**src/rtl/isa_pkg.sv**
```systemverilog
`default_nettype none
// ============================================================================
//  Module      : isa_pkg
//  Description : Shared ISA definitions for the 5-stage core: opcodes,
//                instruction field positions, the NOP encoding and the
//                fetch/stall FSM state encoding.
//  Revision    : 1.0 - initial release
// ============================================================================
package isa_pkg;

    // Opcodes (instruction bits [31:27])
    localparam logic [4:0] c_OPC_R    = 5'b00000;
    localparam logic [4:0] c_OPC_ADDI = 5'b00101;
    localparam logic [4:0] c_OPC_LW   = 5'b01000;
    localparam logic [4:0] c_OPC_SW   = 5'b00111;
    localparam logic [4:0] c_OPC_JAL  = 5'b00011;
    localparam logic [4:0] c_OPC_SETX = 5'b10101;

    // Register field bit positions
    localparam int c_RD_MSB = 26;
    localparam int c_RD_LSB = 22;
    localparam int c_RS_MSB = 21;
    localparam int c_RS_LSB = 17;
    localparam int c_RT_MSB = 16;
    localparam int c_RT_LSB = 12;

    // add $0,$0,$0 -- r0 reads are excluded from hazard detection, so this
    // never stalls the front end.
    localparam logic [31:0] NOP_INSN = 32'h0000_0000;

    // Fetch/stall FSM encoding
    localparam int          c_ST_W       = 1;
    localparam logic [0:0]  c_ST_RUN     = 1'b0;
    localparam logic [0:0]  c_ST_MD_WAIT = 1'b1;

endpackage : isa_pkg
`default_nettype wire

```
**src/rtl/sat_counter.sv**
```systemverilog
`default_nettype none
// ============================================================================
//  Module      : sat_counter
//  Description : Up-counter that sticks at all-ones instead of wrapping.
//  Ports       : clock  - rising-edge clock
//                reset  - asynchronous, active-low; clears the count
//                inc    - count up by one this cycle
//                count  - current count value
//  Revision    : 1.0 - initial release
// ============================================================================
module sat_counter #(
    parameter int WIDTH = 16
) (
    input  logic             clock,
    input  logic             reset,
    input  logic             inc,
    output logic [WIDTH-1:0] count
);

    logic [WIDTH-1:0] r_count;

    always_ff @(posedge clock or negedge reset) begin
        if (!reset) begin
            r_count <= '0;
        end else if (inc && (r_count != {WIDTH{1'b1}})) begin
            r_count <= r_count + WIDTH'(1);
        end
    end

    assign count = r_count;

endmodule : sat_counter
`default_nettype wire

```
**src/rtl/fetch_stall_unit.sv**
```systemverilog
`default_nettype none
// ============================================================================
//  Module      : fetch_stall_unit
//  Description : Owns the PC and the F/D latch. Sequences fetch, stalls the
//                front end on data hazards and during mult/div, and squashes
//                the wrong-path instruction on taken branches.
//  Ports       : clock, reset     - clock / async active-low reset
//                imem_addr/imem_q - PC to imem, combinational instruction back
//                is_data_hazard   - hazard detector result on fd_insn
//                branch_taken/_target - redirect from X
//                md_start/md_ready    - mult/div entering X / result valid
//                fd_insn, fd_pc   - F/D latch (fd_pc is PC+1 of fd_insn)
//                dx_bubble        - D/X loads NOP this cycle
//                dx_hold          - D/X, X/M and ALU operand latches hold
//                stall_cnt, flush_cnt - saturating performance counters
//  Revision    : 1.0 - initial release
// ============================================================================
module fetch_stall_unit
    import isa_pkg::*;
#(
    parameter int ADDR_W = 12,
    parameter int CNT_W  = 16
) (
    input  logic              clock,
    input  logic              reset,
    output logic [ADDR_W-1:0] imem_addr,
    input  logic [31:0]       imem_q,
    input  logic              is_data_hazard,
    input  logic              branch_taken,
    input  logic [ADDR_W-1:0] branch_target,
    input  logic              md_start,
    input  logic              md_ready,
    output logic [31:0]       fd_insn,
    output logic [ADDR_W-1:0] fd_pc,
    output logic              dx_bubble,
    output logic              dx_hold,
    output logic [CNT_W-1:0]  stall_cnt,
    output logic [CNT_W-1:0]  flush_cnt
);

    logic [c_ST_W-1:0] r_state;
    logic [c_ST_W-1:0] w_state_nxt;
    logic [ADDR_W-1:0] r_pc;
    logic [ADDR_W-1:0] w_pc_nxt;
    logic [ADDR_W-1:0] w_pc_inc;
    logic [31:0]       r_fd_insn;
    logic [31:0]       w_fd_insn_nxt;
    logic [ADDR_W-1:0] r_fd_pc;
    logic [ADDR_W-1:0] w_fd_pc_nxt;
    logic              w_bubble;
    logic              w_hold;
    logic              w_stall_inc;
    logic              w_flush_inc;

    // Natural wrap at 2^ADDR_W
    assign w_pc_inc = r_pc + ADDR_W'(1);

    always_ff @(posedge clock or negedge reset) begin
        if (!reset) begin
            r_state   <= c_ST_RUN;
            r_pc      <= '0;
            r_fd_insn <= NOP_INSN;
            r_fd_pc   <= '0;
        end else begin
            r_state   <= w_state_nxt;
            r_pc      <= w_pc_nxt;
            r_fd_insn <= w_fd_insn_nxt;
            r_fd_pc   <= w_fd_pc_nxt;
        end
    end

    always_comb begin
        w_state_nxt   = r_state;
        w_pc_nxt      = r_pc;
        w_fd_insn_nxt = r_fd_insn;
        w_fd_pc_nxt   = r_fd_pc;
        w_bubble      = 1'b0;
        w_hold        = 1'b0;
        w_stall_inc   = 1'b0;
        w_flush_inc   = 1'b0;

        case (r_state)
            c_ST_RUN: begin
                // md_start only picks the next state; this cycle's fetch
                // still follows the branch/hazard/advance priority below.
                if (md_start) begin
                    w_state_nxt = c_ST_MD_WAIT;
                end
                if (branch_taken) begin
                    w_pc_nxt      = branch_target;
                    w_fd_insn_nxt = NOP_INSN;
                    w_fd_pc_nxt   = '0;
                    w_bubble      = 1'b1;
                    w_flush_inc   = 1'b1;
                end else if (is_data_hazard) begin
                    w_bubble    = 1'b1;
                    w_stall_inc = 1'b1;
                end else begin
                    w_pc_nxt      = w_pc_inc;
                    w_fd_insn_nxt = imem_q;
                    w_fd_pc_nxt   = w_pc_inc;
                end
            end
            c_ST_MD_WAIT: begin
                // Everything upstream of the multiplier freezes; the
                // md_ready cycle itself is still a held (and counted) cycle.
                w_hold      = 1'b1;
                w_stall_inc = 1'b1;
                if (md_ready) begin
                    w_state_nxt = c_ST_RUN;
                end
            end
            default: begin
                w_state_nxt = c_ST_RUN;
            end
        endcase
    end

    // Gate the combinational controls with reset so they read as idle while
    // the core is held in reset regardless of what X is driving.
    assign dx_bubble = w_bubble & reset;
    assign dx_hold   = w_hold & reset;
    assign imem_addr = r_pc;
    assign fd_insn   = r_fd_insn;
    assign fd_pc     = r_fd_pc;

    sat_counter #(
        .WIDTH (CNT_W)
    ) u_stall_cnt (
        .clock (clock),
        .reset (reset),
        .inc   (w_stall_inc),
        .count (stall_cnt)
    );

    sat_counter #(
        .WIDTH (CNT_W)
    ) u_flush_cnt (
        .clock (clock),
        .reset (reset),
        .inc   (w_flush_inc),
        .count (flush_cnt)
    );

endmodule : fetch_stall_unit
`default_nettype wire

```
**config.mk**
```make
export PLATFORM = sky130hd
export DESIGN_NAME = fetch_stall_unit
export DESIGN_NICKNAME = d
export VERILOG_FILES = /design/src/rtl/isa_pkg.sv /design/src/rtl/sat_counter.sv /design/src/rtl/fetch_stall_unit.sv
export SDC_FILE = /design/constraint.sdc
export NUM_CORES = 1
export LEC_CHECK = 0
export CAP_MARGIN = 0
export CORE_MARGIN = 2
export CORE_UTILIZATION = 49
export CTS_CLUSTER_SIZE = 16
export DETAILED_ROUTE_END_ITERATION = 6
export PLACE_DENSITY = 0.85
export SKIP_LAST_GASP = 1
export SYNTH_ARGS = -nofsm -noshare
export SYNTH_HDL_FRONTEND = slang
export SYNTH_SLANG_ARGS = --single-unit
export TNS_END_PERCENT = 50
```
**constraint.sdc**
```tcl
create_clock -name clock -period 4.53 [get_ports clock]
set_input_delay 0.906 -clock clock [delete_from_list [all_inputs] [get_ports clock]]
set_output_delay 0.906 -clock clock [all_outputs]
set_load 0.01 [all_outputs]
```
==> results.json, run 1 <==
{
  "result_of_the_run": "finished, final reports clean",
  "maxSlewViolCount": 0,
  "antenna_cells": 0,
  "criticalPathCategory": "in2out",
  "clk_root_buffer_cell": "sky130_fd_sc_hd__clkbuf_8",
  "gp_congestion": 0.886,
  "total_cts_buffers": 9,
  "synthDominantCellAreaShare_pct": 53.9,
  "grt_antenna_before_repair": 0,
  "drtAntennaViolNets": 0,
  "ys.warnings.count": 0,
  "cp.arrival_ns": 2.52,
  "timing.final.ws_setup_ns": 1.10,
  "clkSinkCount": 89,
  "critical_path_peak_fanout": 11,
  "synth.yosys.seq_area_share_pct": 53.9,
  "synth_area_um2": 4130,
  "boundaryPins": 140,
  "drt_pass1_iterations": 4,
  "routed-via-count": 3498,
  "synth_cell_types": 50,
  "cp-end-kind": "output port",
  "grt_start_max_net_pins": 79,
  "syn_inst": 372,
  "finalWorstPathRequiredPeriod_ns": 3.43,
  "post_drt_via_cell_ratio": 5.68,
  "clkLatencyLatePin_ns": 0.37,
  "synth_top_area_cell": "sky130_fd_sc_hd__dfrtp_1",
  "grt_first_pass_wirelength_um": 16500,
  "synth.ff_latch_count": 89,
  "worst_slew_pin_slew_ns": 0.964,
  "all_layer_gr_usage_pct": 23.4,
  "asyncSetResetFlopFracSynth_pct": 100,
  "die_h_um": 95.8,
  "synthTopCellsByArea": "sky130_fd_sc_hd__dfrtp_1 (54%), sky130_fd_sc_hd__a22o_1 (7.4%), sky130_fd_sc_hd__xor2_1 (4.2%)",
  "setup_repair_after_global_routing_missed_its_margin": "no",
  "cts_htree_levels": 3,
  "holdCritPathClass": "in2async",
  "setup_viol": 0,
  "total_leakage_power_nw": 2.46,
  "ctsResizeCount": 0,
  "peakVddDrop_v": 0.000357,
  "timing.clock.skew_ns": 0.00933,
  "die_area_um2": 9180,
  "maximum_clock_insertion_buffer_count": 2,
  "fmax_ghz": 0.292,
  "vias_in_the_first_global_route": 3257,
  "hold_buffers": 0,
  "layout-area-overhead-vs-synth_pct": 40.1,
  "drc": 0,
  "initial_utilization_pct": 50.6,
  "part_of_the_power_in_combinational_logic_pct": 29.5,
  "synth_top_cells_by_count": "sky130_fd_sc_hd__dfrtp_1 (89), sky130_fd_sc_hd__a22o_1 (35), sky130_fd_sc_hd__nand2_1 (26)",
  "power_frac_clock_pct": 23.0,
  "power.share.sequential_pct": 47.5,
  "hold_viol": 0,
  "synthMostInstantiatedCell": "sky130_fd_sc_hd__dfrtp_1",
  "max-slew-margin-rel_pct": 35.7,
  "final.setup.tns_ns": 0,
  "portBuffers": 139,
  "final.period_utilization_pct": 75.7,
  "num-nets-final": 559,
  "worstSetupStartpointType": "input port",
  "post_drt_wl_per_cell_um": 17.1,
  "row_count": 33,
  "post_detailed_routing_wire_length_um": 10500,
  "count_of_non_filler_cells_in_the_finished_layout": 616,
  "maxCapViolations": 0,
  "crit_required_ns": 3.62,
  "netSwitchingFraction_pct": 33.7,
  "dp_slack_ns": 1.13,
  "clk_pin_slew_ns": 0.10,
  "core_area_um2": 8180,
  "cts_tree": "built",
  "netSwitchingPower_mw": 0.788,
  "power_report.internal_total_mw": 1.55,
  "globalRoute.totalOverflow": 0,
  "synthesis.area_per_instance_um2": 11.1,
  "drive_gt1_share_pct": 6.85,
  "power.density_cell_area_nw_per_um2": 404,
  "postSynthNetCount": 425,
  "dp_cells": 600,
  "synth_edf_count": 0,
  "first_iter_violations": 169,
  "fp.dieW_um": 95.8,
  "postCtsSetupBuffers": 0,
  "detailedPlacementHpwl_um": 7470,
  "ys_dominant_reg_cell": "sky130_fd_sc_hd__dfrtp_1",
  "post-route-util_pct": 70.8
}
[per-layer routing]
metal  vias up  global-route usage [%]  share of wire [%]
met5         -                       0                  0
met4         0                    6.67                1.8
met3        18                    4.39                5.8
met2       120                    37.2                 49
met1      1717                    33.1                 44
li1       1643                       -                  -
[cells in the final DEF (no fill, tap or decap), types with 5 or more instances in the layout]
cell type	n
sky130_fd_sc_hd__and3_1	7
sky130_fd_sc_hd__xor2_1	20
sky130_fd_sc_hd__nor4_1	8
sky130_fd_sc_hd__a21oi_1	14
sky130_fd_sc_hd__nand4_1	12
sky130_fd_sc_hd__clkdlybuf4s50_1	138
sky130_fd_sc_hd__inv_1	9
sky130_fd_sc_hd__clkbuf_8	9
sky130_fd_sc_hd__o21ai_0	23
sky130_fd_sc_hd__nand2_1	26
sky130_fd_sc_hd__nor3b_1	5
sky130_fd_sc_hd__nor3_1	15
sky130_fd_sc_hd__a22o_1	35
sky130_fd_sc_hd__nand3_1	11
sky130_fd_sc_hd__buf_4	5
sky130_fd_sc_hd__xnor2_1	13
sky130_fd_sc_hd__dfrtp_1	89
sky130_fd_sc_hd__nor2_1	9
[worst max-delay path, cell delays in order]
cell and delay, ns:
sky130_fd_sc_hd__clkdlybuf4s50_1 0.68, sky130_fd_sc_hd__nor2_1 0.16, sky130_fd_sc_hd__nor3b_1 0.20, sky130_fd_sc_hd__clkdlybuf4s50_1 0.57
[final cells by class]
class                      instances  area, µm²
sequential                        89       2230
fill                             592       2390
inverter                           9       33.8
clock inverter                     7       68.8
multi-input combinational        254       1780
tap                              105        131
clock buffer                       9        124
timing repair buffer             143       1420
[state kept, by name, indices dropped and copies added, names as in the netlist]
| register | count |
|---|---|
| imem_addr | 12 |
| u_stall_cnt.count | 16 |
| r_state | 1 |
| u_flush_cnt.count | 16 |
| fd_insn | 32 |
| fd_pc | 12 |
[kinds of logic after synthesis]
logic type | after synthesis | synth area share [%]
AOI/OAI and AO/OA | 91 | 15.6
xor gates and xnor gates | 33 | 6.99
adders and majority gates | 3 | 0.908
buffers and inverters | 29 | 2.94
DFF | 89 | 53.9
muxes | 8 | 2.15
and+or+nand+nor | 119 | 17.5
[final timing paths]
path / start / endpoint / slack [ns] / depth (start not counted)
hold / removal: reset / fd_pc[4] / 0.37 / 1
max in group asynchronous: reset / u_flush_cnt.count[2] / 2.96 / 2
setup / recovery: is_data_hazard / dx_bubble / 1.10 / 4
min in group clock: fd_pc[4] / fd_pc[4] / 0.49 / 2
hold reg to reg: fd_pc[4] / fd_pc[4] / 0.49 / 2
setup reg to reg: r_state / u_stall_cnt.count[7] / 2.20 / 3
[power groups by stage]
stage | Clock [mW] | Combinational (mW) | Sequential (mW)
floorplan | 0 | 0.253 | 1.14
finish | 0.539 | 0.691 | 1.11
detailed placement | 0 | 0.695 | 1.12
CTS | 0.545 | 0.699 | 1.11
global route | 0.586 | 0.751 | 1.13
global placement | 0 | 0.673 | 1.12
[through the flow]
step | hold slack (ns) | power, mW | cell area [µm²]
after detailed placement | 0.476 | 1.82 | 5600
final | 0.369 | 2.34 | 5790
after CTS | 0.369 | 2.35 | 5790
after global routing | 0.365 | 2.47 | 5790
after floorplan | 0.514 | 1.40 | 4130
after global placement | 0.463 | 1.79 | 5600
No activity file was read; power rests on OpenSTA's default activity.
==> inputs of run 2 (changes only) <==
- CORE_UTILIZATION: 49 -> 46
- PLACE_DENSITY: 0.85 -> 0.81
- clock period: 4.53 -> 3.2 ns (I/O delays scaled with it)
==> results.json, run 2 (same netlist as run 1, synthesis figures left out) <==
{
  "globalRoute.totalOverflow": 0,
  "clkLatencyLatePin_ns": 0.36,
  "dp_cells": 606,
  "total_leakage_power_nw": 2.48,
  "grt_antenna_before_repair": 0,
  "finish.instance_area_um2": 5820,
  "multi_input_area_um2": 1780,
  "ctsResizeCount": 0,
  "first_iter_violations": 114,
  "core_area_um2": 8720,
  "fp.dieW_um": 98.8,
  "die_area_um2": 9760,
  "row_count": 34,
  "worstSetupStartpointType": "input port",
  "max_reg_flops": 32,
  "worst_slew_pin_slew_ns": 0.778,
  "grt_first_pass_wirelength_um": 16800,
  "final.period_utilization_pct": 81.4,
  "post_detailed_routing_wire_length_um": 10400,
  "fmax_ghz": 0.384,
  "reg2regPathDepth": 5,
  "total_cts_buffers": 9,
  "peakVddDrop_v": 0.000358,
  "portBuffers": 139,
  "drtAntennaViolNets": 0,
  "criticalPathCategory": "in2out",
  "hold_buffers": 0,
  "final_common_cell": "sky130_fd_sc_hd__clkdlybuf4s50_1",
  "drc": 0,
  "maximum_clock_insertion_buffer_count": 2,
  "maxCapViolations": 0,
  "result_of_the_run": "finished, final reports clean",
  "antenna_cells": 0,
  "critPathCapture": "dx_bubble",
  "drive_gt1_share_pct": 7.39,
  "max-slew-margin-rel_pct": 48.0,
  "post_drt_via_cell_ratio": 5.58,
  "drt_pass1_iterations": 4,
  "count_of_non_filler_cells_in_the_finished_layout": 622,
  "routed-via-count": 3473,
  "dpl-instance-area_um2": 5620,
  "worst-r2r-setup-slack_ns": 1.33,
  "setup_repair_after_global_routing_missed_its_margin": "no",
  "final_cell_mix": "sky130_fd_sc_hd__clkdlybuf4s50_1 (138), sky130_fd_sc_hd__dfrtp_1 (89), sky130_fd_sc_hd__a22o_1 (35), sky130_fd_sc_hd__nand2_1 (26), sky130_fd_sc_hd__o21ai_0 (23)",
  "timing.clock.skew_ns": 0.0118,
  "critical_path_peak_fanout": 4,
  "detailedPlacementHpwl_um": 7420,
  "clkSinkCount": 89,
  "worst_setup_sp": "branch_taken",
  "final.setup.tns_ns": 0,
  "boundaryPins": 140,
  "final-seq-area_um2": 2230,
  "grt_start_max_net_pins": 51,
  "cp-end-kind": "output port",
  "hold_viol": 0,
  "holdCritPathClass": "in2async",
  "setup_viol": 0,
  "post_drt_wl_per_cell_um": 16.7,
  "vias_in_the_first_global_route": 3371,
  "finalWorstPathRequiredPeriod_ns": 2.60,
  "clk_root_buffer_cell": "sky130_fd_sc_hd__clkbuf_8",
  "die_h_um": 98.8,
  "postCtsSetupBuffers": 0,
  "initial_utilization_pct": 47.4,
  "worstReg2RegEnd": "u_stall_cnt.count[1]",
  "worstReg2RegStart": "u_stall_cnt.count[1]",
  "cts_tree": "built",
  "final.fill_count": 694,
  "cp.arrival_ns": 1.96,
  "all_layer_gr_usage_pct": 21.3,
  "cts_htree_levels": 3,
  "gp_congestion": 0.866,
  "layout-area-overhead-vs-synth_pct": 40.8,
  "timing.hold.ws_ns": 0.0579,
  "maxSlewViolCount": 0,
  "crit_required_ns": 2.56,
  "clk_pin_slew_ns": 0.10,
  "num-nets-final": 562,
  "power.density_cell_area_nw_per_um2": 569
}
-- run 2: cell types whose count changed in the layout (fill, tap and decap cells not counted), sizes merged --
cell    delta
buf        +3
clkinv     +1
inv        -1
-- run 2: layout make-up --
class / count / area share [%]
clock inverter: 7 / 1.27
tap: 108 / 2.32
inverter: 9 / 0.581
clock buffer: 9 / 2.13
timing repair buffer: 146 / 24.8
sequential: 89 / 38.3
multi-input combinational: 254 / 30.7
-- run 2: how the worst min path moves through the flow --
| stage | start | to | slack, ns | cells after the start |
|---|---|---|---|---|
| 2_1_floorplan | reset | fd_insn[0] | 0.34 | 0 |
| 3_3_place_gp | reset | r_state | 0.44 | 1 |
| 3_5_place_dp | reset | r_state | 0.44 | 1 |
| 4_1_cts | reset | r_state | 0.04 | 1 |
| 5_1_grt | reset | r_state | 0.03 | 1 |
| 6_report | reset | r_state | 0.06 | 1 |
-- run 2: report_power, final --
group          internal, mW  total [mW]  switching [mW]
Clock                 0.307       0.760           0.453
Combinational         0.576       0.982           0.406
Sequential             1.32        1.57           0.251
-- run 2: routing by layer --
| metal | share of wire, % | vias up | GRT usage [%] |
|---|---|---|---|
| li1 | - | 1645 | - |
| met4 | 1.6 | 0 | 7.90 |
| met1 | 45 | 1695 | 29.8 |
| met2 | 48 | 119 | 33.6 |
| met3 | 5.5 | 14 | 3.62 |
| met5 | 0 | - | 0 |
-- run 2: per-stage QoR --
| step | utilization, % | total power, mW | worst slack, ns |
|---|---|---|---|
| 6_report | 66.7 | 3.31 | 0.596 |
| 5_1_grt | 66.7 | 3.50 | 0.533 |
| 4_1_cts | 66.7 | 3.34 | 0.580 |
| 3_5_place_dp | 64.5 | 2.57 | 0.590 |
| 3_3_place_gp | 64.5 | 2.54 | 0.630 |
| 2_1_floorplan | - | 1.98 | 1.25 |
-- run 2: worst max-delay path: stages --
cell	delay, ns
sky130_fd_sc_hd__clkdlybuf4s50_1	0.48
sky130_fd_sc_hd__nor2_1	0.08
sky130_fd_sc_hd__nor3b_1	0.19
sky130_fd_sc_hd__clkdlybuf4s50_1	0.57
==> inputs of run 3 (changes only) <==
- clock period: 3.2 -> 2.45 ns (I/O delays scaled with it)
==> results.json, run 3 (same netlist as run 1, synthesis figures left out) <==
{
  "result_of_the_run": "finished, final reports clean",
  "grt_start_max_net_pins": 50,
  "timing.final.ws_setup_ns": 0.0697,
  "hold_buffers": 1,
  "setup_viol": 0,
  "gp_congestion": 0.855,
  "globalRoute.totalOverflow": 0,
  "cts_htree_levels": 3,
  "post_drt_via_cell_ratio": 5.52,
  "die_h_um": 98.8,
  "clk_pin_slew_ns": 0.10,
  "count_of_non_filler_cells_in_the_finished_layout": 625,
  "routed-via-count": 3452,
  "initial_utilization_pct": 47.4,
  "all_layer_gr_usage_pct": 21.5,
  "criticalPathCategory": "in2out",
  "post_detailed_routing_wire_length_um": 10400,
  "timing.hold.ws_ns": 0.465,
  "total_leakage_power_nw": 2.51,
  "worstSetupStartpointType": "input port",
  "total_cts_buffers": 9,
  "final_cell_mix": "sky130_fd_sc_hd__clkdlybuf4s50_1 (138), sky130_fd_sc_hd__dfrtp_1 (89), sky130_fd_sc_hd__a22o_1 (35), sky130_fd_sc_hd__nand2_1 (26), sky130_fd_sc_hd__o21ai_0 (23)",
  "dp_cells": 608,
  "max-slew-margin-rel_pct": 47.9,
  "drive_gt1_share_pct": 7.74,
  "detailedPlacementHpwl_um": 7290,
  "maxSlewViolCount": 0,
  "fp.dieW_um": 98.8,
  "clkSinkCount": 89,
  "total_power_mw": 4.49,
  "reg2regPathDepth": 5,
  "final.period_utilization_pct": 97.2,
  "worstReg2RegStart": "u_stall_cnt.count[0]",
  "drtAntennaViolNets": 0,
  "cp-end-kind": "output port",
  "post_drt_wl_per_cell_um": 16.7,
  "row_count": 34,
  "die_area_um2": 9760,
  "setup_repair_after_global_routing_missed_its_margin": "no",
  "finalWorstPathRequiredPeriod_ns": 2.38,
  "grt_first_pass_wirelength_um": 17200,
  "holdCritPathClass": "in2async",
  "power.density_cell_area_nw_per_um2": 762,
  "dpl-instance-area_um2": 5660,
  "dp_slack_ns": 0.00806,
  "hold_viol": 0,
  "num-nets-final": 565,
  "vias_in_the_first_global_route": 3339,
  "timing.clock.skew_ns": 0.0129,
  "cts_tree": "built",
  "layout-area-overhead-vs-synth_pct": 42.7,
  "drc": 0,
  "final.setup.tns_ns": 0,
  "final_common_cell": "sky130_fd_sc_hd__clkdlybuf4s50_1",
  "first_iter_violations": 159,
  "core_area_um2": 8720,
  "fmax_ghz": 0.420,
  "portBuffers": 139,
  "postCtsSetupBuffers": 0,
  "antenna_cells": 0,
  "maxCapViolations": 0,
  "post-route-util_pct": 67.6,
  "ctsResizeCount": 0,
  "peakVddDrop_v": 0.000637,
  "grt_antenna_before_repair": 0,
  "drt_pass1_iterations": 4,
  "clkLatencyLatePin_ns": 0.34,
  "cp.arrival_ns": 1.89,
  "maximum_clock_insertion_buffer_count": 2,
  "final.fill_count": 676,
  "finish.instance_area_um2": 5900,
  "worst-r2r-setup-slack_ns": 0.48,
  "crit_required_ns": 1.96,
  "worst_slew_pin_slew_ns": 0.779,
  "max_reg_flops": 32,
  "clk_root_buffer_cell": "sky130_fd_sc_hd__clkbuf_8",
  "worstReg2RegEnd": "u_stall_cnt.count[1]",
  "critical_path_peak_fanout": 4,
  "boundaryPins": 140
}
## run 3: cell type report
cell class | count | area [µm²] | area share (%)
flip-flops and latches | 89 | 2230 | 37.8
multi-input cells | 254 | 1780 | 30.3
repair buffers | 149 | 1490 | 25.3
well taps | 108 | 135 | 2.29
clock buffers | 9 | 124 | 2.10
clock inverters | 7 | 101 | 1.72
inverters | 9 | 33.8 | 0.573
## run 3: worst max-delay path: stages
cell	delay, ns
sky130_fd_sc_hd__dlygate4sd3_1	0.52
sky130_fd_sc_hd__buf_4	0.13
sky130_fd_sc_hd__nor3b_1	0.18
sky130_fd_sc_hd__clkdlybuf4s50_1	0.57
## run 3: power breakdown
| group | switching [mW] | internal, mW | leakage, nW | total (mW) |
|---|---|---|---|---|
| logic | 0.537 | 0.762 | 1.25 | 1.30 |
| registers | 0.332 | 1.72 | 1.15 | 2.05 |
| clock network | 0.555 | 0.586 | 0.112 | 1.14 |
| total | 1.42 | 3.07 | 2.51 | 4.49 |
## run 3: metal layers
layer | vias up | routed length [µm] | GRT usage, %
met1 | 1680 | 4590 | 30.8
met2 | 113 | 5220 | 34.8
met5 | - | 0 | 0
li1 | 1651 | - | -
met3 | 8 | 537 | 3.55
met4 | 0 | 81 | 4.95
## run 3: worst max-delay path by stage
stage                                     from                     to  slack (ns)  depth (start not counted)
final                                    reset              dx_bubble        0.07                          4
after global routing                     reset              dx_bubble        0.04                          4
after CTS                                reset              dx_bubble        0.07                          4
after detailed placement          branch_taken  u_stall_cnt.count[15]       0.008                          6
after global placement            branch_taken            fd_insn[26]        0.12                          5
after floorplan           u_stall_cnt.count[0]   u_stall_cnt.count[1]        0.72                          5
==> RTL change 1: new RTL, flow settings as in run 3 <==
Put a register stage on the output `flush_cnt`, without a reset. The value now appears one clock later. The other outputs are not delayed to match.
--- a/src/rtl/fetch_stall_unit.sv
+++ b/src/rtl/fetch_stall_unit.sv
@@ -38,4 +38,6 @@
     output logic [CNT_W-1:0]  flush_cnt
 );
+
+    logic [CNT_W-1:0] flush_cnt_d;
 
     logic [c_ST_W-1:0] r_state;
@@ -140,6 +142,10 @@
         .reset (reset),
         .inc   (w_flush_inc),
-        .count (flush_cnt)
+        .count (flush_cnt_d)
     );
+
+    always_ff @(posedge clock) begin
+        flush_cnt <= flush_cnt_d;
+    end
 
 endmodule : fetch_stall_unit
Formal check against the unedited RTL: not equivalent (a bounded check fails within 4 cycles, from zero or initial values and one cycle with reset low).
==> RTL change 1 against run 3 <==
Area after synthesis increased by 7.0%; final area grew 4.6%; sequential cell count is 16 higher; total power grew 10%; synthesized cell count is 0.27% higher; non-clock buffer count rose by 1; wire length fell by 0.56%; maximum frequency increased by 6.1%; sequential power is 18% higher; worst setup slack gained 140 ps; core utilization decreased by 1.2 points; clock skew decreased by 1.3 ps; critical path type unchanged; largest cell class unchanged; highest routed layer unchanged.
==> RTL change 1: results (changes against run 3) <==
count of unique library cells instantiated by Yosys=52 (was 50); number of buffers inserted during clock tree synthesis=9 (unchanged); layout cells sized above 1=7.53% (was 7.74%); maximum buffer depth of the clock tree=2 (unchanged); post-place setup slack=143 ps (was 8.06 ps); Async SR Flop Fraction=84.8% (was 100%); initial antenna violation count=0 (unchanged); violation count after the first detailed-routing iteration=163 (was 159); diode insertion count for antenna repair=0 (unchanged); status=completed (unchanged); Clock Tree Root=clkbuf_8 (unchanged); via count normalized by instance count=5.34 (was 5.52); number of warning messages in the yosys log=0 (unchanged); final global-route overflow total=0 (unchanged); placer's final routability congestion estimate=0.822 (was 0.855); drt first pass iters=4 (unchanged); postcts setup bufs=0 (unchanged); worst reg2reg path depth=6 (was 5); post-route worst hold slack=224 ps (was 465 ps); Leakage=2.64 nW (was 2.51 nW); DP Wirelength=7370 um (was 7290 um); compound-cell area share of the yosys netlist=14.7% (was 15.6%); worst path arrival time=1750 ps (was 1890 ps); worst supply voltage drop on vdd=0.595 mV (was 0.637 mV); max_slew headroom=58.2% (was 47.9%); switching fraction of total power=31.3% (was 31.7%); post-synthesis mux area share=1.36% (was 2.15%); launching point of the worst reg2reg path=u_stall_cnt.count[0]$_DFFE_PN0P_ (unchanged); via count of the first global-routing pass=3402 (was 3339); Final Net Count=566 (was 565); total of cells resized after clock tree synthesis=0 (unchanged); clock-pin slew reported for the worst setup and hold paths after clock tree synthesis=90 ps; clock latency on the worst-skew pair=350 ps; pin count of the biggest net entering global routing=59 (was 50); gr usage total=20.2% (was 21.5%); cells taking the most area after synthesis=dfrtp_1 50%, a22o_1 8.3%, dfxtp_1 7.2% (was dfrtp_1 54%, a22o_1 7.4%, xor2_1 4.2%); Synth Net Count=426 (was 425); flip-flop count of the largest register after layout=32 (unchanged); area share of fa/ha/maj cells after synthesis=0.849% (was 0.908%); Post-DP Area=5970 sq um (was 5660 sq um); maximum level of the CTS H-tree=3 (unchanged); most numerous cell types in the synthesized netlist=89 x dfrtp_1, 42 x a22o_1, 24 x nand2_1, 24 x xor2_1, 16 x dfxtp_1 (was 89 x dfrtp_1, 35 x a22o_1, 26 x nand2_1, 23 x o21ai_0, 20 x xor2_1); setup slack of the most critical reg-to-reg path=460 ps (was 480 ps); clock distribution power=1.07 mW (was 1.14 mW); switching power total=1.55 mW (was 1.42 mW); highest fanout seen on the critical path=5 (was 4); total wire length=10400 um (about the same); xor and xnor fraction of the mapped netlist area=7.33% (was 6.99%); sequential area share after synthesis=57.6% (was 53.9%); worst r2r dst=u_stall_cnt.count[1]$_DFFE_PN0P_ (unchanged); wire length of the first global-routing pass=16700 um (was 17200 um); path class of the lowest-slack min-delay path=in -> async (unchanged); I/O Buffers=139 (unchanged); Reg power frac=48.7% (was 45.7%); post-route clock skew=11.6 ps (was 12.9 ps)
==> RTL change 1: critical path, stage by stage <==
cell and delay (ps):
clkdlybuf4s50_1 540, o211a_1 170, clkdlybuf4s50_1 550
==> RTL change 1: cell families (layout without fill, tap and decap cells) <==
logic type | after synthesis | count (layout)
buffers and inverters | 23 | 168
multiplexers | 5 | 5
adder cells (fa/ha/maj) | 3 | 3
flip-flops | 105 | 105
XOR/XNOR | 37 | 37
AND/OR/NAND/NOR | 115 | 115
AO/OA/AOI/OAI | 85 | 85
==> RTL change 1: worst max path at each step <==
| stage | endpoint | from | cells past startpoint | slack, ps |
|---|---|---|---|---|
| after global routing | dx_bubble | branch_taken | 3 | 120 |
| after CTS | dx_bubble | branch_taken | 3 | 190 |
| final | dx_bubble | branch_taken | 3 | 210 |
| after floorplan | u_stall_cnt.count[1]$_DFFE_PN0P_ | u_stall_cnt.count[0]$_DFFE_PN0P_ | 6 | 740 |
| after global placement | dx_bubble | branch_taken | 3 | 200 |
| after detailed placement | u_flush_cnt.count[5]$_DFFE_PN0P_ | branch_taken | 6 | 140 |
==> RTL change 1: final cells by class <==
class / instances / area (sq um)
clock buffers: 11 / 131
multi-input cells: 245 / 1760
well taps: 129 / 161
repair buffers: 150 / 1500
flip-flops and latches: 105 / 2550
inverters: 2 / 7.51
fillers: 729 / 3110
clock inverters: 5 / 65.1
==> RTL change 1: metal layers <==
metal  wire length [um]  track usage, %  vias to the layer above
met4                190            6.97                        0
met2               4690            32.5                      115
met1               4720            26.9                     1664
met3                764            4.99                       16
li1                   -               -                     1661
met5                  0               0                        -
==> RTL change 1: through the flow <==
step                std cells  util (%)
floorplan                 373         -
global placement          631      64.3
detailed placement        631      64.3
CTS                       647      66.5
global route              647      66.5
finish                    647      66.5
==> RTL change 2: new RTL, flow settings as in run 3 <==
Made on the original files. Change the parameter `CNT_W` from 16 to 12.
--- a/src/rtl/fetch_stall_unit.sv
+++ b/src/rtl/fetch_stall_unit.sv
@@ -20,5 +20,5 @@
 #(
     parameter int ADDR_W = 12,
-    parameter int CNT_W  = 16
+    parameter int CNT_W  = 12
 ) (
     input  logic              clock,
Ports: changed (resized flush_cnt and stall_cnt); port bits go from 140 to 132. No check against the original RTL was run, so the function may have changed too.
==> RTL change 2 against run 3 <==
Sequential power fell by 9%; critical path type unchanged; final area fell by 10%; synthesized cell count fell by 13%; clock power fell by 23%; area after synthesis fell by 11%; core utilization rose by 1.1 points; sequential cell count fell by 8; total power fell by 9.6%; critical endpoint unchanged; worst setup slack improved by 430 ps; sequential share of layout area rose by 0.43 points; wire length fell by 13%; hold slack got worse by 280 ps.
==> RTL change 2: results (changes against run 3) <==
post-synthesis mux area share=2.59% (was 2.15%); via count of the first global-routing pass=3033 (was 3339); xor and xnor fraction of the mapped netlist area=5.50% (was 6.99%); Final Net Count=515 (was 565); gr usage total=21.5% (about the same); layout cells sized above 1=9.44% (was 7.74%); Leakage=2.29 nW (was 2.51 nW); max_slew headroom=54.8% (was 47.9%); via total after detailed routing=3112 (was 3452); sequential area share after synthesis=55.3% (was 53.9%); placer's final routability congestion estimate=0.866 (was 0.855); I/O Buffers=131 (was 139); Reg power frac=45.9% (was 45.7%); filler cell count=584 (was 676); average cell area after synthesis=11.3 sq um (was 11.1 sq um); post-route clock skew=11.5 ps (was 12.9 ps); launching point of the worst reg2reg path=imem_addr[0]$_DFFE_PN0P_ (was u_stall_cnt.count[0]$_DFFE_PN0P_); post-route total power=4.06 mW (was 4.49 mW); Synth Net Count=378 (was 425); switching power total=1.29 mW (was 1.42 mW); highest cell delay on the worst timing path=520 ps (was 570 ps); area share of fa/ha/maj cells after synthesis=1.02% (was 0.908%); status=completed (unchanged); violation count after the first detailed-routing iteration=136 (was 159); wire length per cell after detailed routing=16.0 um (was 16.7 um); post-place setup slack=109 ps (was 8.06 ps); worst path arrival time=1460 ps (was 1890 ps); compound-cell area share of the yosys netlist=17.4% (was 15.6%); pin count of the biggest net entering global routing=54 (was 50); wire length of the first global-routing pass=14800 um (was 17200 um); DP Wirelength=6690 um (was 7290 um); clock-pin slew reported for the worst setup and hold paths after clock tree synthesis=80 ps (was 100 ps)
-- RTL change 2: cell types whose count changed after synthesis, moves of 4 or more --
| cell | change |
|---|---|
| dfrtp_1 | -8 |
| xnor2_1 | -8 |
| clkbuf_1 | -7 |
| nand2_1 | -7 |
| and3_1 | -6 |
| nand4_1 | -6 |
| nor2_1 | +6 |
| nor3_1 | -5 |
| a21oi_1 | -4 |
| o21ai_0 | -4 |
-- RTL change 2: final timing paths --
path | end | slack [ps] | cells past startpoint
hold reg to reg | fd_pc[11]$_DFFE_PN0P_ | 490 | 2
hold / removal | fd_insn[0]$_DFFE_PN0P_ | 180 | 2
setup reg to reg | imem_addr[10]$_DFFE_PN0P_ | 520 | 5
setup / recovery | dx_bubble | 500 | 4
max in group asynchronous | imem_addr[11]$_DFFE_PN0P_ | 1270 | 3
min in group clock | fd_pc[11]$_DFFE_PN0P_ | 490 | 2
-- RTL change 2: stage by stage --
step                area, sq um  util (%)  std cells
global placement           5120      66.3        553
floorplan                  3660         -        325
CTS                        5300      68.6        568
global route               5310      68.7        568
detailed placement         5120      66.3        553
finish                     5310      68.7        568
-- RTL change 2: routing by layer --
layer | part of all wire (%) | wire, um | vias to the layer above | track usage, %
met5 | 0 | 0 | - | 0
met4 | 1.0 | 93 | 0 | 7.60
met3 | 7.2 | 655 | 8 | 4.67
met2 | 47 | 4270 | 114 | 34.1
met1 | 45 | 4080 | 1522 | 29.3
li1 | - | - | 1468 | -
-- RTL change 2: area by class of cell --
type                    count  area share [%]
repair buffers            144            26.8
inverters                  11           0.778
flip-flops and latches     81            38.2
clock buffers              11            2.85
well taps                 102            2.41
clock inverters             4           0.542
multi-input cells         215            28.4
